$ cat config.mk
export PLATFORM = sky130hd
export DESIGN_NAME = audio_feature_extractor
export DESIGN_NICKNAME = d
export VERILOG_FILES = /design/src/rtl/audio_feature_extractor.sv
export SDC_FILE = /design/constraint.sdc
export NUM_CORES = 1
export LEC_CHECK = 0
export CORE_ASPECT_RATIO = 1.25
export CORE_MARGIN = 3
export CORE_UTILIZATION = 51
export CTS_BUF_LIST = sky130_fd_sc_hd__clkbuf_16
export CTS_CLUSTER_SIZE = 25
export DETAILED_ROUTE_END_ITERATION = 6
export HOLD_SLACK_MARGIN = 0.1
export PLACE_DENSITY = 0.77
export SYNTH_ARGS = -nofsm -noshare
export SYNTH_HDL_FRONTEND = slang
export SYNTH_SLANG_ARGS = --single-unit
$ cat constraint.sdc
create_clock -name clk -period 3.2 [get_ports clk]
set_input_delay 0.64 -clock clk [delete_from_list [all_inputs] [get_ports clk]]
set_output_delay 0.64 -clock clk [all_outputs]
set_load 0.01 [all_outputs]
$ cat src/rtl/audio_feature_extractor.sv
// Single-clock audio analyser: rising-zero-crossing period/pitch class and
// per-frame peak magnitude/loudness class from a valid-qualified PCM stream.
module audio_feature_extractor #(
    parameter int unsigned       DATA_W        = 24,
    parameter int unsigned       PERIOD_W      = 16,
    parameter int unsigned       HYST          = 0,
    parameter int unsigned       PITCH_LOW_TH  = 120,
    parameter int unsigned       PITCH_HIGH_TH = 60,
    parameter int unsigned       FRAME_LEN     = 800,
    parameter logic [DATA_W-1:0] VOL_LO_TH     = 24'h0FFFFF,
    parameter logic [DATA_W-1:0] VOL_HI_TH     = 24'h3FFFFF
) (
    input  logic                     clk,
    input  logic                     reset,
    input  logic                     sample_valid,
    input  logic signed [DATA_W-1:0] sample,
    output logic [PERIOD_W-1:0]      period,
    output logic [1:0]               pitch,
    output logic                     pitch_valid,
    output logic [DATA_W-2:0]        peak,
    output logic [1:0]               volume,
    output logic                     frame_done
);

    localparam int unsigned AW = DATA_W - 1;
    localparam int unsigned FW = (FRAME_LEN > 1) ? $clog2(FRAME_LEN) : 1;

    localparam logic [1:0] S_INIT = 2'b00;
    localparam logic [1:0] S_NEG0 = 2'b01;
    localparam logic [1:0] S_POS  = 2'b10;
    localparam logic [1:0] S_NEG  = 2'b11;

    localparam logic [PERIOD_W-1:0]      CNT_MAX   = {PERIOD_W{1'b1}};
    localparam logic [PERIOD_W-1:0]      CNT_LAST  = CNT_MAX - PERIOD_W'(1);
    localparam logic [AW-1:0]            ABS_MAX   = {AW{1'b1}};
    localparam logic [FW-1:0]            FCNT_LAST = FW'(FRAME_LEN - 1);
    localparam logic signed [DATA_W-1:0] HYST_P    = DATA_W'(HYST);
    localparam logic signed [DATA_W-1:0] HYST_N    = -HYST_P;

    logic [1:0]          state,      state_nxt;
    logic [PERIOD_W-1:0] cnt,        cnt_nxt;
    logic [FW-1:0]       fcnt,       fcnt_nxt;
    logic [AW-1:0]       acc,        acc_nxt;
    logic [PERIOD_W-1:0] period_nxt;
    logic [1:0]          pitch_nxt;
    logic                pitch_valid_nxt;
    logic [AW-1:0]       peak_nxt;
    logic [1:0]          volume_nxt;
    logic                frame_done_nxt;

    logic                is_pos_c;
    logic                is_neg_c;
    logic [DATA_W-1:0]   neg_c;
    logic [AW-1:0]       abs_c;
    logic [AW-1:0]       max_c;
    logic                cnt_step_c;

    function automatic logic [1:0] pitch_class(input logic [PERIOD_W-1:0] p);
        if (32'(p) > PITCH_LOW_TH)       return 2'b00;
        else if (32'(p) >= PITCH_HIGH_TH) return 2'b01;
        else                              return 2'b11;
    endfunction

    function automatic logic [1:0] volume_class(input logic [AW-1:0] m);
        if ({1'b0, m} >= VOL_HI_TH)      return 2'b11;
        else if ({1'b0, m} >= VOL_LO_TH) return 2'b01;
        else                             return 2'b00;
    endfunction

    // Sample classification and saturating magnitude (most negative code clamps)
    always_comb begin
        is_pos_c = sample > HYST_P;
        is_neg_c = sample < HYST_N;
        neg_c    = ~sample + DATA_W'(1);
        if (!sample[DATA_W-1])   abs_c = sample[AW-1:0];
        else if (neg_c[DATA_W-1]) abs_c = ABS_MAX;
        else                      abs_c = neg_c[AW-1:0];
        max_c    = (abs_c > acc) ? abs_c : acc;
    end

    // Next-state: crossing FSM with period counter, and frame peak tracker
    always_comb begin
        state_nxt       = state;
        cnt_nxt         = cnt;
        period_nxt      = period;
        pitch_nxt       = pitch;
        pitch_valid_nxt = 1'b0;
        fcnt_nxt        = fcnt;
        acc_nxt         = acc;
        peak_nxt        = peak;
        volume_nxt      = volume;
        frame_done_nxt  = 1'b0;
        cnt_step_c      = 1'b0;

        if (sample_valid) begin
            case (state)
                S_INIT: begin
                    if (is_neg_c) state_nxt = S_NEG0;
                end
                S_NEG0: begin
                    if (is_pos_c) begin
                        state_nxt = S_POS;
                        cnt_nxt   = '0;
                    end
                end
                S_POS: begin
                    if (is_neg_c) state_nxt = S_NEG;
                    cnt_step_c = 1'b1;
                end
                S_NEG: begin
                    if (is_pos_c) begin
                        // cnt never exceeds CNT_LAST here, so cnt+1 cannot wrap
                        state_nxt       = S_POS;
                        cnt_nxt         = '0;
                        period_nxt      = cnt + PERIOD_W'(1);
                        pitch_nxt       = pitch_class(cnt + PERIOD_W'(1));
                        pitch_valid_nxt = 1'b1;
                    end else begin
                        cnt_step_c = 1'b1;
                    end
                end
                default: state_nxt = S_INIT;
            endcase

            // Reaching the counter ceiling is the silence timeout
            if (cnt_step_c) begin
                if (cnt == CNT_LAST) begin
                    state_nxt       = S_INIT;
                    cnt_nxt         = '0;
                    period_nxt      = CNT_MAX;
                    pitch_nxt       = 2'b00;
                    pitch_valid_nxt = 1'b1;
                end else begin
                    cnt_nxt = cnt + PERIOD_W'(1);
                end
            end

            if (fcnt == FCNT_LAST) begin
                fcnt_nxt       = '0;
                acc_nxt        = '0;
                peak_nxt       = max_c;
                volume_nxt     = volume_class(max_c);
                frame_done_nxt = 1'b1;
            end else begin
                fcnt_nxt = fcnt + FW'(1);
                acc_nxt  = max_c;
            end
        end
    end

    // State and output registers
    always_ff @(posedge clk or posedge reset) begin
        if (reset) begin
            state       <= S_INIT;
            cnt         <= '0;
            fcnt        <= '0;
            acc         <= '0;
            period      <= '0;
            pitch       <= 2'b00;
            pitch_valid <= 1'b0;
            peak        <= '0;
            volume      <= 2'b00;
            frame_done  <= 1'b0;
        end else begin
            state       <= state_nxt;
            cnt         <= cnt_nxt;
            fcnt        <= fcnt_nxt;
            acc         <= acc_nxt;
            period      <= period_nxt;
            pitch       <= pitch_nxt;
            pitch_valid <= pitch_valid_nxt;
            peak        <= peak_nxt;
            volume      <= volume_nxt;
            frame_done  <= frame_done_nxt;
        end
    end

endmodule

-- Word level (Yosys, flattened, before mapping)
Index checks and enable logic that the tools add are counted.
- magnitude comparators: 7
- mux-type cells: 37
- reductions and logical operators: 6
- add/subtract/negate cells: 3
- eq/ne operators: 5
- bitwise operators: 1
- operator list (cell ; count):
    $mux 16 ; 8
    $mux 23 ; 4
    $add 24x2->24 const B ; 1
    $gt 24x1->1 const B ; 1
    $lt 24x1->1 const B ; 1
    $mux 2 ; 12
    $not 24->24 ; 1
    $ge 23x20->1 const B ; 1
    $ge 23x22->1 const B ; 1
    $gt 23x23->1 ; 1
    $add 16x1->16 const B ; 1
    $eq 16x16->1 const B ; 1
    $ge 16x6->1 const B ; 1
    $gt 16x7->1 const B ; 1
    $add 10x1->10 const B ; 1
    $eq 10x10->1 const B ; 1
    $mux 1 ; 10
    $mux 10 ; 1
    $pmux 2 s3 ; 1
    $eq 2x2->1 const B ; 2
    $reduce_bool 2->1 ; 2
    $reduce_and 3->1 ; 1
    $eq 2x1->1 const B ; 1
    $logic_not 2->1 ; 1
    other kinds (3) ; 3
- input bits: 27
- bits in registers: 96
- output and inout bits: 45
- word-level logic and storage cells: 69

-- Logic depth before layout (Yosys ltp)
Gate-level depths: netlist of run 1.
- depth in word-level cells: 9
- depth in mapped cells: 16
- gate-level depth less buffers: 15

-- Worst setup path after synthesis of run 1
OpenSTA, ideal clock, no wires.
- path kind: input-to-reg
- start point: in sample[7]
- end point: reg volume[0]
- path buffers: 2
- library setup time: 129 ps
- arrival: 4070 ps
- data required time: 3071 ps
- setup slack: -999 ps
- cell stages on the path: 14
- cells stage by stage: buf_2 or4_4 or3_4 a2111oi_2 nor3_2 ha_1 nand2_1 or4_1 nor4_1 a31oi_4 buf_2 o311a_1 a211oi_1 o21ai_1
- longest elaborated chain between the ends: 9
- elaborated cells between the ends (all ways): 10
- those cells by class: add/sub (1); order compare (3); mux (5); bitwise (1)
- ends and longest elaborated chain (what ; line ; source):
    from (decl) ; 16 ; input logic signed [DATA_W-1:0] sample,
    $not 24->24 ; 74 ; neg_c = ~sample + DATA_W'(1);
    $add 24x2->24 ; 74 ;
    $mux 23 ; 76 ; else if (neg_c[DATA_W-1]) abs_c = ABS_MAX;
    $mux 23 * ; 75 ; if (!sample[DATA_W-1]) abs_c = sample[AW-1:0];
    $gt 23x23->1 ; 78 ; max_c = (abs_c > acc) ? abs_c : acc;
    $mux 23 * ; 78 ;
    $ge 23x20->1 ; 66 ; else if ({1'b0, m} >= VOL_LO_TH) return 2'b01;
    $mux 1 ; 66 ;
    $mux 2 * ; 65 ; if ({1'b0, m} >= VOL_HI_TH) return 2'b11;
    to (signal assigned) ; 173 ; volume <= volume_nxt;
    to (decl) ; 21 ; output logic [1:0] volume,
Mark *: on every way between the ends. The rest lies on a longest branch, timed or not.
A chain may end at the register's enable or synchronous reset.

-- Final worst setup path of run 1
- start point: in sample[4]
- end point: reg acc[11]
- longest elaborated chain between the ends: 7
- ends and longest elaborated chain (what ; line ; source):
    $not 24->24 ; 74 ;
    $add 24x2->24 ; 74 ;
    $mux 23 ; 76 ;
    $mux 23 * ; 75 ;
    $gt 23x23->1 ; 78 ;
    $mux 23 * ; 78 ;
    $mux 23 * ; 138 ; if (fcnt == FCNT_LAST) begin
    to (signal assigned) ; 168 ; acc <= acc_nxt;
    to (decl) ; 43 ; logic [AW-1:0] acc, acc_nxt;
Marks and branches as above.

==> results.txt, run 1 <==
clock root cell - clkbuf_16
Yosys reg bits - 96
Initial Utilization - 52.6%
WL per Instance - 19.4 um
worst reg2reg startpoint - acc[14]
TritonCTS clock tree - built
final setup fails - 48
PwrDens - 665 nW/um2
Final Util - 78.7%
core outline area - 11100 um2
Synth cell types - 69
share of layout cells above drive strength 1 - 33.2%
crit start category - input port
worst r2r path cells - 12
RSZ-0062 raised after global routing - true
peak supply drop - 0.317 mV
Worst path slowest cell - or4_4
Pwr Total - 5.83 mW
delay-heaviest family, CP - simple AND/OR/NAND/NOR gates
Post-Syn Nets - 721
min cycle time layout - 4.11 ns
Post-Syn Area - 5860 um2
Pre-antenna DRT Iters - 5
DRT antenna net count - 0
clock sinks - 96
most numerous cell in the Yosys netlist - dfrtp_1
DP Worst Slack - -1.63 ns
initial antenna violation count - 0
EDFF count, synth - 0
crit share post-route - 128%
Die Wd - 102 um
I/O Buffers - 71
Int Pwr - 3.60 mW
first-pass GRT wire length - 29.9 mm
nature of the critical path endpoint - register
status - finished with violations
Synth top cells by count - dfrtp_1, nand2_1, nor2_1
Post-Route WL - 19.8 mm
final hold violations - 0
initial DRC count - 579
Max Cap Viol - 0
CP startpoint - sample[4]
TritonCTS Buffers - 9
H-tree Lvls - 3
Inst Count DP - 948
FP Rows - 43
Lkg Pwr - 3.91 nW
hold_ws - 0.479 ns
syn_area_per_cell - 8.80 um2
drt drc - 0
Ys Warns - 0
grt total ovfl - 0
Min-Delay Path Class - register to register
worst r2r dst - acc[11]
sw power - 2.23 mW
CP bufs+invs - 4
sequential fraction of design power - 29.5%
CP peak stage delay - 0.58 ns
Worst Tran Pin Value - 0.958 ns
Final Instance Count excl. Fillers - 1017
num ports - 72
via count - 6308
Reg area - 2400 um2
top post-synthesis cells by area - dfrtp_1, ha_1, nand2_1
failing checks - setup timing
vias per cell - 6.20
largest net degree at the start of global routing - 59
crit-path max FO - 5
Reg clk slew, reported paths - 0.07 ns
Comb power frac - 49.3%
top_reg_cell synth - dfrtp_1
CP Data Required Time - 3.37 ns
Seq/Total Area, Yosys - 41.0%
Die ar. - 12800 um2
DP HPWL - 12.7 mm
Fmax - 243 MHz
# fillers - 705
largest area contributor in the netlist - dfrtp_1
CP most frequent cell - buf_6
GPL Wtd Cong - 0.950
Critical Path End - acc[11]
Synth top area share - 41.0%
die height - 126 um
Clock Power Share - 21.2%
Final Skew - 0.00772 ns
Critical Path AT - 4.28 ns
WP depth - 16
Final #Nets - 932
vias in the first global route - 6198
Slew Limit Fails - 0
ys async rst share - 100%
Setup CP Type - input port to register
Multi-input gate area - 3670 um2
Total GRT Usage - 29.3%
antenna cells - 0
setup slack after layout - -0.908 ns
switching share of power - 38.2%
crit-path cells - buf_8 > or4_4 > or3_4 > o41ai_4 > a21oi_2 > ha_1 > nand3_2 > or4_4 > a311o_1 > a31oi_4 > buf_6 > buf_6 > buf_6 > nor2_2 > a21oi_2 > o22ai_1
Post-Synthesis Cells - 666
synth-to-layout area growth - 49.6%
worst rel slew slack - 36.1%
R2R Setup Slk - 0.26 ns
Longest Clk Path Bufs - 2
clk_lat worst skew - 0.35 ns
worst reg2reg max path, cell delays in order, from the launching register on:
cell and delay [ns]:
dfrtp_1 0.38, inv_1 0.12, ha_1 0.37, nand4_1 0.19, or4_4 0.46, a311o_1 0.32
a31oi_4 0.24, buf_6 0.17, buf_6 0.11, buf_6 0.11, nor2_2 0.04, a21oi_2 0.15
o22ai_1 0.10
per-layer routing:
layer	GRT usage, %	routed length [um]
met5	0	0
met4	17.1	1430
met3	4.93	1200
met2	50.9	10100
met1	33.3	7010
metrics by stage:
step                cell area [um2]  TNS (ns)
finish                         8770    -39.28
CTS                            8480    -35.56
global placement               7500    -71.12
global route                   8770    -44.08
floorplan                      5920    -40.44
detailed placement             7500    -76.38
kinds of logic (layout without fill, tap and decap cells):
kind of cell | count (synthesis) | count (layout) | share of synthesized area, %
buf+inv | 74 | 289 | 5.08
flops | 96 | 96 | 41.0
xor+xnor | 32 | 32 | 4.78
simple gates | 248 | 249 | 21.6
fa+ha+maj | 28 | 28 | 5.98
mux | 3 | 3 | 0.534
compound gates | 185 | 185 | 21.0
sequential cells by signal, indices dropped and copies added, names as in the netlist:
name         count
pitch_valid      1
fcnt            10
peak            23
state            2
volume           2
period          16
acc             23
pitch            2
cnt             16
frame_done       1
worst min-delay path by stage:
stage | from | to | cells after the start
floorplan | fcnt[6] | fcnt[6] | 1
global placement | peak[8] | peak[8] | 2
detailed placement | pitch[0] | pitch[0] | 1
CTS | pitch[0] | pitch[0] | 1
global route | pitch[0] | pitch[0] | 1
finish | peak[21] | peak[21] | 2
repair_timing:
action,4_1_cts,5_1_grt
gates cloned,4,0
pin swaps,41,31
endpoints found under the setup margin,48,48
gates resized for setup,117,74
hold buffers,0,0
setup buffers,44,8
area by class of cell:
class / count / share of cell area, %
Clock buffer: 9 / 2.57
Clock inverter: 7 / 1.34
Inverter: 38 / 1.67
Multi-Input combinational cell: 497 / 41.9
Sequential cell: 96 / 27.4
Tap cell: 135 / 1.93
Timing Repair Buffer: 235 / 23.2
layout by cell type, fill, tap and decap left out, types with 11 or more instances in the layout:
cell             count
nor2_4              13
a21oi_1             28
buf_4              138
xnor2_1             18
nand3_1             22
nand2_1             72
o21ai_0             47
clkdlybuf4s50_1     49
nand4_1             19
nor2_1              43
dfrtp_1             96
a22o_1              12
ha_1                25
xor2_1              13
buf_6               21
o22ai_1             11
inv_1               35
a21oi_2             15
power by group through the flow:
stage               clock [mW]  sequential [mW]  combinational (mW)
CTS                       1.24             1.70                2.38
global placement             0             1.70                1.79
floorplan                    0             1.68                1.14
finish                    1.24             1.72                2.88
detailed placement           0             1.71                1.87
global route              1.29             1.74                3.07
No activity file was read; power rests on OpenSTA's default activity.
==> inputs of run 2 (changes only) <==
--- a/config.mk
+++ b/config.mk
@@ -13,6 +13,7 @@
 export DETAILED_ROUTE_END_ITERATION = 6
 export HOLD_SLACK_MARGIN = 0.1
 export PLACE_DENSITY = 0.77
+export RECOVER_POWER = 25
 export SYNTH_ARGS = -nofsm -noshare
 export SYNTH_HDL_FRONTEND = slang
 export SYNTH_SLANG_ARGS = --single-unit
==> run 2 against run 1 <==
Against the previous run:
- the run still ends with setup timing left
- count of clock-buffer cells in the layout unchanged
- core utilization decreased by 0.17 points
- clock power is essentially flat
- via count is essentially flat
- flip-flop and latch count unchanged
- critical path type unchanged
- critical endpoint unchanged
==> results.txt, run 2 (same netlist as run 1, synthesis figures left out) <==
status - finished with violations
failing checks - setup timing
Critical Path AT - 4.28 ns
first-pass GRT wire length - 29.9 mm
final hold violations - 0
Fmax - 243 MHz
quantity of hold-fixing buffers added after cts - 0
initial antenna violation count - 0
Reg clk slew, reported paths - 0.07 ns
Die Wd - 102 um
synth-to-layout area growth - 49.3%
min cycle time layout - 4.11 ns
crit-path max FO - 5
Die ar. - 12800 um2
I/O Buffers - 71
die height - 126 um
peak supply drop - 0.313 mV
DP HPWL - 12.7 mm
share of layout cells above drive strength 1 - 33.1%
drt drc - 0
DRT antenna net count - 0
most frequent cells in the layout - buf_4, dfrtp_1, nand2_1
grt total ovfl - 0
vias per cell - 6.20
via count - 6310
Slew Limit Fails - 0
clock root cell - clkbuf_16
WL per Instance - 19.4 um
setup slack after layout - -0.912 ns
TritonCTS clock tree - built
top flop regs - acc (23), peak (23)
Longest Clk Path Bufs - 2
Total GRT Usage - 29.3%
antenna cells - 0
Pre-antenna DRT Iters - 5
clk_lat worst skew - 0.34 ns
DP Worst Slack - -1.63 ns
TritonCTS Buffers - 9
clock sinks - 96
Initial Utilization - 52.6%
Max Cap Viol - 0
worst rel slew slack - 6.64%
Post-Route WL - 19.7 mm
largest net degree at the start of global routing - 59
hold_ws - 0.479 ns
nature of the critical path endpoint - register
# fillers - 707
vias in the first global route - 6198
Worst Tran Pin Value - 1.40 ns
Final Skew - 0.00650 ns
CP Data Required Time - 3.37 ns
initial DRC count - 579
PwrDens - 667 nW/um2
crit share post-route - 128%
GPL Wtd Cong - 0.950
core outline area - 11100 um2
FP Rows - 43
final setup fails - 48
H-tree Lvls - 3
commonest non-fill, non-tap cell in the layout - buf_4
num ports - 72
Min-Delay Path Class - register to register
Setup CP Type - input port to register
crit start category - input port
RSZ-0062 raised after global routing - true
Final #Nets - 932
Lkg Pwr - 3.90 nW
## run 2: cell types whose count changed in the layout (fill, tap and decap cells not counted), sizes merged
| cell | previous run | this run |
|---|---|---|
| clkinvlp | 0 | 1 |
| buf | 172 | 170 |
| clkdlybuf4s50 | 49 | 48 |
| dlygate4sd3 | 0 | 1 |
| clkbuf | 14 | 16 |
| clkinv | 5 | 4 |
## run 2: final timing paths
kind | startpoint | endpoint | slack [ns] | cells past startpoint
hold reg to reg | peak[21] | peak[21] | 0.48 | 2
hold / removal | peak[21] | peak[21] | 0.48 | 2
min in group asynchronous | reset | peak[0] | 0.90 | 2
max in group asynchronous | reset | peak[15] | 0.48 | 3
setup / recovery | sample[4] | acc[11] | -0.91 | 16
setup reg to reg | acc[14] | acc[11] | 0.26 | 12
## run 2: layer usage
layer	routed length, um	vias to the layer above	GRT usage (%)
met4	1430	0	17.1
met5	0	-	0
met3	1220	117	4.93
met1	6970	3026	33.3
met2	10100	334	50.9
li1	-	2833	-
## run 2: where the power goes
part           internal (mW)  total (mW)  switching [mW]  leakage [nW]
logic                   1.36        2.88            1.52          2.49
registers               1.48        1.72           0.242          1.24
clock network          0.765        1.23           0.470         0.170
total                   3.60        5.83            2.23          3.90
## run 2: cell type report
cell class,count,area (um2),share of cell area (%)
clock buffers,9,225,2.57
clock inverters,7,118,1.34
inverters,38,146,1.67
multi-input cells,497,3670,42.0
flip-flops and latches,96,2400,27.5
well taps,135,169,1.93
repair buffers,235,2010,23.0
## run 2: worst max-delay path: stages
cell and delay [ns]:
buf_8 0.10, or4_4 0.58, or3_4 0.37, o41ai_4 0.30, a21oi_2 0.11, ha_1 0.31, nand3_2 0.09, or4_4 0.53
a311o_1 0.32, a31oi_4 0.24, buf_6 0.17, buf_6 0.11, buf_6 0.11, nor2_2 0.04, a21oi_2 0.15, o22ai_1 0.10
## run 2: repair_timing
| action | in CTS | in global routing |
|---|---|---|
| pin swaps | 41 | 31 |
| resized for setup | 117 | 74 |
| gates cloned | 4 | 0 |
| setup endpoints to repair | 48 | 48 |
| setup buffers | 44 | 8 |
## run 2: metrics by stage
stage / util (%) / total power, mW / instances / setup TNS [ns] / area [um2]
after floorplan: - / 2.82 / 666 / -40.44 / 5920
after global placement: 67.3 / 3.49 / 948 / -71.12 / 7500
after detailed placement: 67.3 / 3.58 / 948 / -76.38 / 7500
after CTS: 76.2 / 5.32 / 1011 / -35.56 / 8480
after global routing: 78.6 / 6.10 / 1017 / -44.08 / 8750
final: 78.6 / 5.83 / 1017 / -39.45 / 8750
